==> config.mk <==
export PLATFORM = sky130hd
export DESIGN_NAME = fifo_wr_arbiter
export DESIGN_NICKNAME = d
export VERILOG_FILES = /design/src/rtl/fifo_wr_arbiter.sv
export SDC_FILE = /design/constraint.sdc
export NUM_CORES = 1
export LEC_CHECK = 0
export ABC_AREA = 0
export BUFFER_PORTS_ARGS = -buffer_cell sky130_fd_sc_hd__buf_2
export CORE_ASPECT_RATIO = 1.25
export CORE_MARGIN = 1
export CORE_UTILIZATION = 39
export DETAILED_ROUTE_END_ITERATION = 12
export GPL_TIMING_DRIVEN = 0
export PLACE_DENSITY = 0.87
export RECOVER_POWER = 100
export SETUP_SLACK_MARGIN = 0.1
export SLEW_MARGIN = 20
export SYNTH_ARGS = -nofsm -noshare
export SYNTH_HDL_FRONTEND = slang
export SYNTH_SLANG_ARGS = --single-unit
==> constraint.sdc <==
create_clock -name clk -period 1.3 [get_ports clk]
set_input_delay 0.13 -clock clk [delete_from_list [all_inputs] [get_ports clk]]
set_output_delay 0.13 -clock clk [all_outputs]
set_load 0.02 [all_outputs]
==> src/rtl/fifo_wr_arbiter.sv <==
// Round-robin arbiter sharing one FIFO write port among NREQ producers, with bursts of up to MAX_BURST beats.
// Optional macro FIFO_ARB_PRIO_EN: requester 0 wins every arbitration and does not advance the rotation.
module fifo_wr_arbiter #(
  parameter int NREQ      = 4,
  parameter int WIDTH     = 8,
  parameter int MAX_BURST = 4
) (
  input  logic                      clk,
  input  logic                      nrst,
  input  logic [NREQ-1:0]           req_valid,
  input  logic [NREQ*WIDTH-1:0]     req_data,
  output logic [NREQ-1:0]           req_ready,
  input  logic                      fifo_ready,
  output logic                      fifo_wr_en,
  output logic [WIDTH-1:0]          fifo_data,
  output logic [$clog2(NREQ)-1:0]   grant_id,
  output logic                      busy
);

  localparam int IW = $clog2(NREQ);
  localparam int BW = $clog2(MAX_BURST + 1);
  localparam logic [BW-1:0] LAST_BEAT = BW'(MAX_BURST - 1);

  typedef enum logic {IDLE, BURST} state_t;

  state_t          state;
  logic [IW-1:0]   rr_ptr;
  logic [BW-1:0]   beat_cnt;
  logic [IW-1:0]   sel;
  logic [IW-1:0]   exit_ptr;
  logic            g_valid;
  logic            xfer;
  logic            burst_done;

  // First set bit at or after ptr, wrapping explicitly at NREQ so non-power-of-2 counts work.
  function automatic logic [IW-1:0] rr_pick(input logic [NREQ-1:0] v, input logic [IW-1:0] ptr);
    logic [IW-1:0] pick;
    logic          found;
    int            idx;
    pick  = ptr;
    found = 1'b0;
    for (int k = 0; k < NREQ; k++) begin
      idx = int'(ptr) + k;
      if (idx >= NREQ) idx = idx - NREQ;
      if (!found && v[idx]) begin
        pick  = IW'(idx);
        found = 1'b1;
      end
    end
    return pick;
  endfunction

  function automatic logic [IW-1:0] next_ptr(input logic [IW-1:0] g);
    return (int'(g) == NREQ - 1) ? '0 : g + 1'b1;
  endfunction

  always_comb begin
`ifdef FIFO_ARB_PRIO_EN
    sel      = req_valid[0] ? '0 : rr_pick(req_valid, rr_ptr);
    exit_ptr = (grant_id == '0) ? rr_ptr : next_ptr(grant_id);
`else
    sel      = rr_pick(req_valid, rr_ptr);
    exit_ptr = next_ptr(grant_id);
`endif
  end

  assign g_valid    = req_valid[grant_id];
  assign xfer       = (state == BURST) && g_valid && fifo_ready;
  assign burst_done = !g_valid || (xfer && (beat_cnt == LAST_BEAT));

  always_ff @(posedge clk) begin
    if (!nrst) begin
      state    <= IDLE;
      rr_ptr   <= '0;
      grant_id <= '0;
      beat_cnt <= '0;
      busy     <= 1'b0;
    end else begin
      case (state)
        IDLE: begin
          if (|req_valid) begin
            grant_id <= sel;
            beat_cnt <= '0;
            state    <= BURST;
            busy     <= 1'b1;
          end
        end
        BURST: begin
          if (xfer) beat_cnt <= beat_cnt + 1'b1;
          if (burst_done) begin
            state  <= IDLE;
            busy   <= 1'b0;
            rr_ptr <= exit_ptr;
          end
        end
      endcase
    end
  end

  // Outputs are gated by nrst so an abandoned burst cannot write during the reset cycle.
  always_comb begin
    req_ready  = '0;
    fifo_wr_en = 1'b0;
    fifo_data  = '0;
    if (nrst && (state == BURST)) begin
      req_ready[grant_id] = fifo_ready;
      fifo_wr_en          = g_valid && fifo_ready;
      fifo_data           = req_data[int'(grant_id)*WIDTH +: WIDTH];
    end
  end

endmodule
== Yosys cells after proc, flatten, opt, wreduce, memory -nomap -nowiden ==
Cells that the tools add are included.

* Input port bits: 39
* Logic and storage cells: 91
* Bits in registers: 9
* Output and inout bits: 16

* Eq/ne operators: 5
* Shift-type cells: 1
* Multiplexer cells: 40
* Add/subtract/negate cells: 9
* Magnitude comparators: 10
* Reductions and logical operators: 19
* Bitwise logic cells: 2

{| class="wikitable"
|+ Operator list
! cell !! number
|-
| $lt 32x4->1 const B || 4
|-
| $mux 32 || 4
|-
| $shiftx 32x6->8 || 1
|-
| $mux 1 || 18
|-
| $sub 3x3->4 const B || 3
|-
| $bmux 1 s2 || 5
|-
| $mux 2 || 5
|-
| $ge 3x3->1 const B || 3
|-
| $logic_and 1x1->1 || 9
|-
| $mux 8 || 1
|-
| $reduce_and 2->1 || 4
|-
| $add 2x2->3 const B || 2
|-
| $mux 3 || 2
|-
| $pmux 3 s2 || 1
|-
| $and 4x4->4 || 1
|-
| $logic_not 1->1 || 4
|-
| $mux 4 || 1
|-
| $ne 2x1->1 const B || 2
|-
| $pmux 1 s2 || 2
|-
| $reduce_or 4->1 || 1
|-
| $sub 2x3->4 const B || 1
|-
| $add 2x1->3 const B || 1
|-
| $add 3x1->3 const B || 1
|-
| $eq 3x2->1 const B || 1
|-
| 9 further kinds || 9
|}

== Longest topological paths before layout ==
Gate-level depths: netlist of run 1.

* Word-level depth: 15
* Depth in mapped cells: 6

== Least setup slack after synthesis of run 1 ==
Ideal clock, no wire load.

* Kind: reg-to-output
* From: reg grant_id[0]
* To: out fifo_data[0]
* Data arrival time: 1476 ps
* Cell stages (with the launch flop): 4
* Required time: 1170 ps
* Slack: -306 ps
* Cell sequence: dfxtp_1 buf_6 mux4_2 and2_1

* Word-level cells in the longest chain between the ends: 2

{| class="wikitable"
|+ RTL lines
! element !! RTL line !! text
|-
| start, declared || 16 || <nowiki>output logic [$clog2(NREQ)-1:0] grant_id,</nowiki>
|-
| start signal, assigned || 82 || <nowiki>grant_id <= sel;</nowiki>
|-
| $shiftx 32x6->8 || 108 || <nowiki>fifo_data = req_data[int'(grant_id)*WIDTH +: WIDTH];</nowiki>
|-
| $mux 8 || 105 || <nowiki>if (nrst && (state == BURST)) begin</nowiki>
|-
| end, declared || 15 || <nowiki>output logic [WIDTH-1:0] fifo_data,</nowiki>
|}

Every way passes these cells.

== Worst setup path after layout of run 1 ==
* From: reg grant_id[0]
* To: out fifo_wr_en

* Word-level cells in the longest chain between the ends: 4

{| class="wikitable"
|+ RTL lines
! element !! RTL line !! text
|-
| $bmux 1 s2 || 67 || <nowiki>assign g_valid = req_valid[grant_id];</nowiki>
|-
| $mux 1 (not written as such) || 67 ||
|-
| $logic_and 1x1->1 || 107 || <nowiki>fifo_wr_en = g_valid && fifo_ready;</nowiki>
|-
| $mux 1 || 105 ||
|-
| end, declared || 14 || <nowiki>output logic fifo_wr_en,</nowiki>
|}

Every way passes these cells. The select of a mux whose other input is x is not followed.

==> summary.txt, run 1 <==
Yosys
  – Mapped cell area: approximately 960 sq um
  – Register area share after synthesis: 0.188
  – Mapped Cells: 100
  – Synth top area cells: dfxtp_1 19%, mux4_2 19%, ha_1 7.8%
  – Syn nets: roughly 150
  – Number of synthesized flops with an enable pin: 0
  – Post-synth top cells: 9 x and2_1, 9 x dfxtp_1, 8 x mux4_2
  – Top-area cell type share of the netlist area: 0.188
  – Synth warnings: 0
  – Yosys top cell by area: dfxtp_1
  – Syn_area_per_cell: roughly 9.6 sq um
  – Yosys reg bits: 9
  – Ys flop type: dfxtp_1
  – Synth async-reset ratio: 0
  – Post-synthesis cell type count: 34

Clock network
  – Clock latency on the worst-skew pair: ~260 ps
  – CTS Root Cell: clkbuf_4
  – Clock transition at path regs: approximately 70 ps
  – CTS H-tree lvls: 1
  – CTS tree: built
  – CTS Buf Count: 3
  – Hold buffer count at CTS: 0
  – TritonCTS Sinks: 9
  – Clock tree buffer depth: 2

Setup path
  – Critical path capture point type: output port
  – Crit path max-delay cell type: dfxtp_4
  – Crit Path Category: flip-flop to output port
  – Crit-path cells: buf_4 > mux2i_2 > nand2_1 > o2111a_2 > buf_2
  – Setup crit start kind: flip-flop
  – RR Startpoint: grant_id[0]$_SDFFE_PN0P_
  – R2R Path End: beat_cnt[2]$_SDFFE_PN0P_
  – Crit path max fanout: 4
  – Reg2reg setup slack: -230 ps
  – Data arrival, critical path: 1610 ps
  – Worst reg2reg path depth: 4
  – Worst path max stage delay: about 400 ps
  – Buf/Inv on CP: 2
  – Largest delay share family, worst path: flip-flops
  – Data required time of the worst path: ~1200 ps

Status
  – Violated checks: setup timing
  – Status: finished with violations

Layout
  – Final Core Density: 0.796
  – Final nets: 223
  – Share of layout cells above drive strength 1: 0.734
  – Fill cells: about 130
  – Layout area overhead: 87.8%
  – Post-route insts no fill: 208
  – ANT cells: 0

STA
  – Worst slew pin tran: between 300 and 400 ps
  – Max-slew violation count: 0
  – Worst hold margin: around 180 ps
  – Setup ws final: -438 ps
  – Setup Skew: 6.21 ps
  – Maximum clock rate: between 500 and 600 MHz
  – Final Hold Viols: 0
  – Crit share post-route: 1.34
  – Slew HR: 0.781
  – Period minus WS final: between 1500 and 2000 ps
  – RSZ-0062 raised after global routing: yes
  – TNS Setup: -5380 ps
  – Endpoints failing setup: 20

Min path
  – Worst hold path type: primary input to flip-flop
  – Hold depth: 3
  – Worst Hold Path EP: beat_cnt[0]$_SDFFE_PN0P_
  – Hold Startpoint: nrst

Drt
  – Routed via count: approximately 1,200
  – Post-DRT Antenna Nets: 0
  – Initial drt markers: 17
  – Via-to-Cell Ratio: approximately 5.7
  – DRC: 0
  – Final wirelength: just over 4000 um
  – Drt wl/cell: ~20 um
  – DR pass1 iterations: 4

Place
  – RePlAce Congestion: 0.800
  – Cell Count Post-Placement: 184
  – Post-Place Worst Slack: -185 ps
  – Post-detail-place hpwl: between 2000 and 2500 um
  – PortBufs: 53

Die
  – Placeable Area: ~0.0023 sq mm
  – Die Ht: ~57 um
  – Initial core utilization: 0.424
  – Ports: 55
  – Die area: between 0.002 and 0.003 sq mm
  – # rows: 19
  – Die X: between 40 and 50 um

Global routing
  – Total gr overflow: 0
  – Initial antenna violation count: 0
  – Number of global-route vias before repair: between 1,000 and 1,500
  – GRT Util Overall: 0.256
  – First-pass GRT wire length: between 4000 and 5000 um
  – Largest net degree at the start of global routing: 11

Power
  – Peak VDD IR: ~0.61 mV
  – Leakage: approximately 0.8 nW
  – Pwr dens: approximately 650 mW/mm^2

Run
  – Max Cap Viol: 0
[stage by stage]
| step | power (mW) | instance area (sq um) |
|---|---|---|
| floorplan | 0.600 | 1010 |
| global placement | 0.717 | 1320 |
| detailed placement | 0.730 | 1320 |
| global route | 1.23 | 1800 |
| finish | 1.17 | 1800 |
| CTS | 1.08 | 1660 |
[final cells by class]
type	count	area [sq um]	share of cell area
Timing Repair Buffer	73	547	0.304
Inverter	6	35.0	0.0195
Sequential cell	9	195	0.109
Buffer	6	70.1	0.0390
Multi-Input combinational cell	79	886	0.493
Clock buffer	4	26.3	0.0146
Tap cell	31	38.8	0.0216
[routing by layer]
layer  share of wire  wire length, um  GRT usage
met4           0.060              247      0.181
met5               0                0          0
met1            0.35             1440      0.224
met2            0.52             2160      0.480
met3           0.074              305     0.0411
[worst max-delay path by stage]
stage / slack (ps) / endpoint / from / depth (start not counted)
detailed placement: -190 / fifo_data[0] / grant_id[0]$_SDFFE_PN0P_ / 4
floorplan: -50 / fifo_data[0] / grant_id[0]$_SDFFE_PN0P_ / 3
finish: -440 / fifo_wr_en / grant_id[0]$_SDFFE_PN0P_ / 5
global placement: -180 / fifo_data[2] / grant_id[0]$_SDFFE_PN0P_ / 4
CTS: -380 / fifo_data[0] / grant_id[0]$_SDFFE_PN0P_ / 4
global route: -500 / fifo_wr_en / grant_id[0]$_SDFFE_PN0P_ / 5
[cells by family after synthesis]
family,count (synthesis),synth area share
buffers and inverters,12,0.0680
and+or+nand+nor,41,0.247
muxes,16,0.278
DFF,9,0.188
AOI/OAI and AO/OA,16,0.140
adders and majority gates,6,0.0784
[flip-flops by register name (all words and copies together), names as in the netlist]
| signal | cells |
|---|---|
| rr_ptr | 2 |
| busy | 1 |
| grant_id | 2 |
| beat_cnt | 3 |
| state | 1 |
[worst register-to-register path, delay by kind of cell, from the launching register on]
kind | cells | cell delay [ps]
AO/OA/AOI/OAI | 1 | 310
buffers and inverters | 1 | 150
flip-flops | 1 | 400
multiplexers | 2 | 590
[placed cells by master (no fill, tap or decap), types with 2 or more instances in the layout]
master,Yosys,final
and3_4,0,4
nor2b_1,4,3
dfxtp_2,0,3
inv_1,4,4
mux4_2,8,8
buf_8,0,2
buf_2,4,39
buf_4,0,14
buf_6,2,17
dfxtp_1,9,3
and2_4,0,8
a21oi_1,4,3
mux2i_1,6,5
nand2b_1,3,3
nand3_1,7,6
o21ai_0,1,2
nor2_1,2,2
buf_16,0,2
ha_4,0,6
nand2_1,7,7
dfxtp_4,0,3
clkbuf_4,0,4
clkbuf_1,0,3
[power by group]
part           switching [mW]  internal (mW)
clock                   0.106          0.119
sequential             0.0326          0.296
combinational           0.274          0.343
[repair_timing]
| action | CTS | global route |
|---|---|---|
| pin swaps | 4 | 7 |
| gates resized for setup | 46 | 24 |
| gates cloned | 2 | 0 |
| endpoints found under the setup margin | 21 | 22 |
| setup buffers | 13 | 5 |
Power figures use the tool's default switching activity.
==> run 2: changes to the inputs <==
--- a/config.mk
+++ b/config.mk
@@ -13,7 +13,7 @@
 export DETAILED_ROUTE_END_ITERATION = 12
 export GPL_TIMING_DRIVEN = 0
 export PLACE_DENSITY = 0.87
-export RECOVER_POWER = 100
+export RECOVER_POWER = 25
 export SETUP_SLACK_MARGIN = 0.1
 export SLEW_MARGIN = 20
 export SYNTH_ARGS = -nofsm -noshare
==> run 2 against run 1 <==
Effect of this change: the run still ends with setup timing left; sequential cell count stayed put; via count down 0.42%; maximum frequency up 0.13%; routed wire length is 0.29% lower; final cell count is the same; critical path depth did not move; largest cell class unchanged.
==> summary.txt, run 2 (synthesis results as in run 1) <==
Clock network
  – CTS tree: built
  – CTS Buf Count: 3
  – Clock latency on the worst-skew pair: about 270 ps
  – CTS Root Cell: clkbuf_4
  – CTS H-tree lvls: 1
  – Clock transition at path regs: ~70 ps
  – TritonCTS Sinks: 9
  – Clock tree buffer depth: 2

Power
  – Leakage: 0.793 nW
  – Pwr dens: roughly 650 mW/mm^2
  – Peak VDD IR: between 0.6 and 0.7 mV
  – Tot Pwr: between 1 and 1.5 mW

Setup path
  – Crit-path cells: buf_4 > mux2i_2 > nand2_1 > o2111a_2 > buf_2
  – Crit Path Category: flip-flop to output port
  – Setup crit start kind: flip-flop
  – Crit path max-delay cell type: dfxtp_4
  – Worst path max stage delay: 400 ps
  – Reg2reg setup slack: -230 ps
  – Crit path max fanout: 4
  – Data arrival, critical path: ~1600 ps
  – Data required time of the worst path: 1170 ps
  – Critical path capture point type: output port

Drt
  – DRC: 0
  – Post-DRT Antenna Nets: 0
  – Initial drt markers: 18
  – Routed via count: ~1,200
  – Final wirelength: roughly 4100 um
  – DR pass1 iterations: 4
  – Via-to-Cell Ratio: around 5.7
  – Drt wl/cell: about 20 um

STA
  – Final Hold Viols: 0
  – Worst slew pin tran: between 300 and 400 ps
  – RSZ-0062 raised after global routing: yes
  – Maximum clock rate: between 500 and 600 MHz
  – Endpoints failing setup: 20
  – Setup ws final: -436 ps
  – Slew HR: 0.783
  – Period minus WS final: roughly 1700 ps
  – Crit share post-route: 1.34
  – Setup Skew: between 6 and 7 ps
  – Worst hold margin: about 180 ps
  – TNS Setup: -5390 ps
  – Max-slew violation count: 0

Global routing
  – Initial antenna violation count: 0
  – Total gr overflow: 0
  – Largest net degree at the start of global routing: 11
  – GRT Util Overall: 0.256
  – First-pass GRT wire length: slightly below 5000 um
  – Number of global-route vias before repair: between 1,000 and 1,500

Die
  – Ports: 55
  – Placeable Area: approximately 0.0023 sq mm
  – Die Ht: between 50 and 60 um
  – Initial core utilization: 0.424
  – # rows: 19
  – Die area: 0.00266 sq mm
  – Die X: 46.3 um

Layout
  – Max reg flops: 3
  – Fill cells: between 100 and 150
  – Biggest regs: beat_cnt (3), grant_id (2), rr_ptr (2)
  – Share of layout cells above drive strength 1: 0.746
  – Final Core Density: 0.800
  – Reg with most FFs: beat_cnt
  – Commonest non-fill, non-tap cells in the layout: 41 x buf_2, 17 x buf_6, 14 x buf_4
  – Layout area overhead: 88.8%
  – ANT cells: 0
  – Final nets: between 200 and 250
  – Most common cell after layout, fill and taps aside: buf_2

Place
  – Post-detail-place hpwl: around 2100 um
  – RePlAce Congestion: roughly 0.80
  – PortBufs: 53
  – Post-Place Worst Slack: -185 ps

Status
  – Violated checks: setup timing
  – Status: finished with violations

Run
  – Max Cap Viol: 0

Min path
  – Worst hold path type: primary input to flip-flop
==> run 2: changes by cell type in the layout (fill, tap and decap cells not counted), sizes merged <==
cell / previous run / this run
buf: 75 / 77
clkbuf: 8 / 6
==> run 2: final cells by class <==
type / instances / area [sq um] / share of cell area
clock buffers: 4 / 26.3 / 0.0145
repair buffers: 73 / 548 / 0.303
well taps: 31 / 38.8 / 0.0215
flip-flops and latches: 9 / 195 / 0.108
multi-input cells: 79 / 893 / 0.494
plain buffers: 6 / 70.1 / 0.0388
inverters: 6 / 35.0 / 0.0194
==> run 2: final timing paths <==
kind,from,end,cells after the start
max,grant_id[0]$_SDFFE_PN0P_,fifo_wr_en,5
min,nrst,beat_cnt[0]$_SDFFE_PN0P_,3
max reg2reg,grant_id[0]$_SDFFE_PN0P_,beat_cnt[2]$_SDFFE_PN0P_,4
min reg2reg,busy$_SDFFE_PN0P_,busy$_SDFFE_PN0P_,1
==> run 2: per-layer routing <==
metal,vias up,GRT usage,part of all wire
met5,-,0,0
met4,0,0.181,0.060
met3,22,0.0411,0.069
met2,74,0.480,0.52
met1,561,0.224,0.35
li1,526,-,-
==> run 2: repair_timing <==
item                       4_1_cts  5_1_grt
gates resized for setup         46       24
hold buffers                     0        0
setup endpoints to repair       21       22
pin swaps                        4        7
setup buffers                   13        5
cloned                           2        0
==> run 2: worst max-delay path: cells and delay by family, from the launching register on <==
family | cells | cell delay (ps)
muxes | 1 | 300
AOI/OAI and AO/OA | 1 | 180
and+or+nand+nor | 1 | 140
buffers and inverters | 2 | 310
DFF | 1 | 400
==> run 2: report_power, final <==
group	leakage, nW	internal [mW]	switching (mW)
clock	0.0150	0.119	0.107
sequential	0.0771	0.296	0.0324
combinational	0.701	0.345	0.275
total	0.793	0.760	0.414
==> run 2: stage by stage <==
stage                     area, sq um  cells
after CTS                        1660    203
after floorplan                  1010    100
final                            1810    208
after global routing             1810    208
after global placement           1320    184
after detailed placement         1320    184
==> run 3: changes to the inputs <==
--- a/config.mk
+++ b/config.mk
@@ -15,6 +15,7 @@
 export PLACE_DENSITY = 0.87
 export RECOVER_POWER = 25
 export SETUP_SLACK_MARGIN = 0.1
+export SKIP_CTS_REPAIR_TIMING = 1
 export SLEW_MARGIN = 20
 export SYNTH_ARGS = -nofsm -noshare
 export SYNTH_HDL_FRONTEND = slang
==> run 3 against run 2 <==
Effect of this change: the run still ends with setup timing left; critical path depth shrank 1; final area down 4.7%; setup slack better by 4.9 ps; clock power about the same; utilization down 3.8 points; sequential cell count stayed put; maximum frequency grew 0.28%; die area unchanged; critical path type unchanged; largest cell class unchanged; largest power group unchanged.
==> summary.txt, run 3 (synthesis results as in run 1) <==
Status
  – Status: finished with violations
  – Violated checks: setup timing

Layout
  – Post-route insts no fill: between 150 and 200
  – Share of layout cells above drive strength 1: 0.720
  – Final Core Density: 0.762
  – Reg with most FFs: beat_cnt
  – Final instance area: 0.00172 sq mm
  – ANT cells: 0
  – Biggest regs: beat_cnt (3), grant_id (2), rr_ptr (2)
  – Layout area overhead: 79.9%
  – Fill cells: about 140
  – Final nets: 214
  – Commonest non-fill, non-tap cells in the layout: 40 x buf_2, 15 x buf_6, 9 x and2_4, 9 x buf_4, 8 x mux4_2
  – Max reg flops: 3
  – Most common cell after layout, fill and taps aside: buf_2

STA
  – Max-slew violation count: 0
  – Period minus WS final: between 1500 and 2000 ps
  – Maximum clock rate: 578 MHz
  – Setup ws final: -431 ps
  – Setup Skew: ~1.0 ps
  – Slew HR: 0.773
  – RSZ-0062 raised after global routing: yes
  – Final Hold Viols: 0
  – Endpoints failing setup: 19
  – Worst slew pin tran: about 340 ps
  – TNS Setup: -5150 ps
  – Crit share post-route: 1.33

Min path
  – Hold Startpoint: nrst
  – Worst hold path type: primary input to flip-flop
  – Worst Hold Path EP: beat_cnt[0]$_SDFFE_PN0P_
  – Hold depth: 3

Setup path
  – Crit Path Category: flip-flop to output port
  – Setup crit start kind: flip-flop
  – Reg2reg setup slack: -230 ps
  – Buf/Inv on CP: 2
  – Crit-path cells: clkbuf_16 > mux4_2 > and2_4 > buf_6
  – Data arrival, critical path: between 1500 and 2000 ps
  – Crit path max fanout: 5
  – R2R Path End: beat_cnt[1]$_SDFFE_PN0P_
  – Largest delay share family, worst path: multiplexers
  – Data required time of the worst path: ~1200 ps
  – RR Startpoint: grant_id[0]$_SDFFE_PN0P_
  – Worst reg2reg path depth: 5
  – Worst path max stage delay: ~500 ps
  – Crit path max-delay cell type: mux4_2
  – Critical path capture point type: output port

Clock network
  – CTS tree: built
  – Clock latency on the worst-skew pair: 270 ps
  – CTS Root Cell: clkbuf_4
  – CTS H-tree lvls: 1
  – Clock transition at path regs: approximately 60 ps
  – CTS Buf Count: 3
  – TritonCTS Sinks: 9
  – Clock tree buffer depth: 2

Global routing
  – GRT Util Overall: 0.197
  – Initial antenna violation count: 0
  – Largest net degree at the start of global routing: 11
  – Total gr overflow: 0
  – Number of global-route vias before repair: between 900 and 1,000
  – First-pass GRT wire length: around 3800 um

Run
  – Max Cap Viol: 0

Drt
  – DR pass1 iterations: 5
  – Post-DRT Antenna Nets: 0
  – Initial drt markers: 20
  – DRC: 0
  – Routed via count: 1,131
  – Via-to-Cell Ratio: between 5 and 6
  – Final wirelength: around 3600 um
  – Drt wl/cell: 18.1 um

Die
  – Ports: between 50 and 60
  – Die area: between 0.002 and 0.003 sq mm
  – Die X: approximately 46 um
  – Placeable Area: approximately 0.0023 sq mm
  – Die Ht: between 50 and 60 um
  – Initial core utilization: 0.424
  – # rows: 19

Power
  – Peak VDD IR: between 0.6 and 0.7 mV
  – Leakage: 0.745 nW
  – Pwr dens: about 660 mW/mm^2
  – Tot Pwr: 1.14 mW

Place
  – PortBufs: between 50 and 60
  – RePlAce Congestion: 0.800
  – Cell Count Post-Placement: around 180
  – Post-detail-place hpwl: a little over 2000 um
  – Area post-placement: about 0.0013 sq mm
run 3: cell types whose count changed in the layout (fill, tap and decap cells not counted), moves of 2 or more:
cell       previous run  this run
clkbuf_16             0         2
buf_6                17        15
buf_4                14         9
buf_16                2         0
run 3: worst max path at each step:
stage | start | to | slack (ps) | cells past startpoint
2_1_floorplan | grant_id[0]$_SDFFE_PN0P_ | fifo_data[0] | -50 | 3
5_1_grt | grant_id[0]$_SDFFE_PN0P_ | fifo_data[2] | -460 | 4
3_5_place_dp | grant_id[0]$_SDFFE_PN0P_ | fifo_data[0] | -190 | 4
3_3_place_gp | grant_id[0]$_SDFFE_PN0P_ | fifo_data[2] | -180 | 4
4_1_cts | grant_id[0]$_SDFFE_PN0P_ | fifo_data[0] | -470 | 4
6_report | grant_id[0]$_SDFFE_PN0P_ | fifo_data[2] | -430 | 4
run 3: cell type report:
class,instances,area [sq um],area share
buffer,6,70.1,0.0407
clock buffer,4,26.3,0.0153
inverter,6,32.5,0.0189
multi-input combinational,79,900,0.523
sequential,9,191,0.111
tap,31,38.8,0.0225
timing repair buffer,64,463,0.269
run 3: power breakdown:
part / switching, mW / internal, mW / total (mW)
logic: 0.261 / 0.325 / 0.585
clock network: 0.105 / 0.119 / 0.223
registers: 0.0368 / 0.296 / 0.333
run 3: worst reg2reg max path, cell delays in order (launching register included):
cell and delay, ps:
dfxtp_4 390, buf_4 120, mux2_4 320, buf_4 150
o2111ai_4 230, mux2i_1 230
run 3: stage by stage:
stage	hold WS [ps]	setup slack [ps]
after floorplan	274	-50.2
after global placement	440	-180
after detailed placement	452	-185
after CTS	169	-471
after global routing	201	-461
final	183	-431
run 3: layer usage:
layer	vias up	part of all wire	routed length [um]	GRT usage
met1	526	0.34	1220	0.212
met2	77	0.52	1870	0.347
met4	0	0.070	251	0.109
met5	-	0	0	0
met3	19	0.070	252	0.0253
li1	509	-	-	-
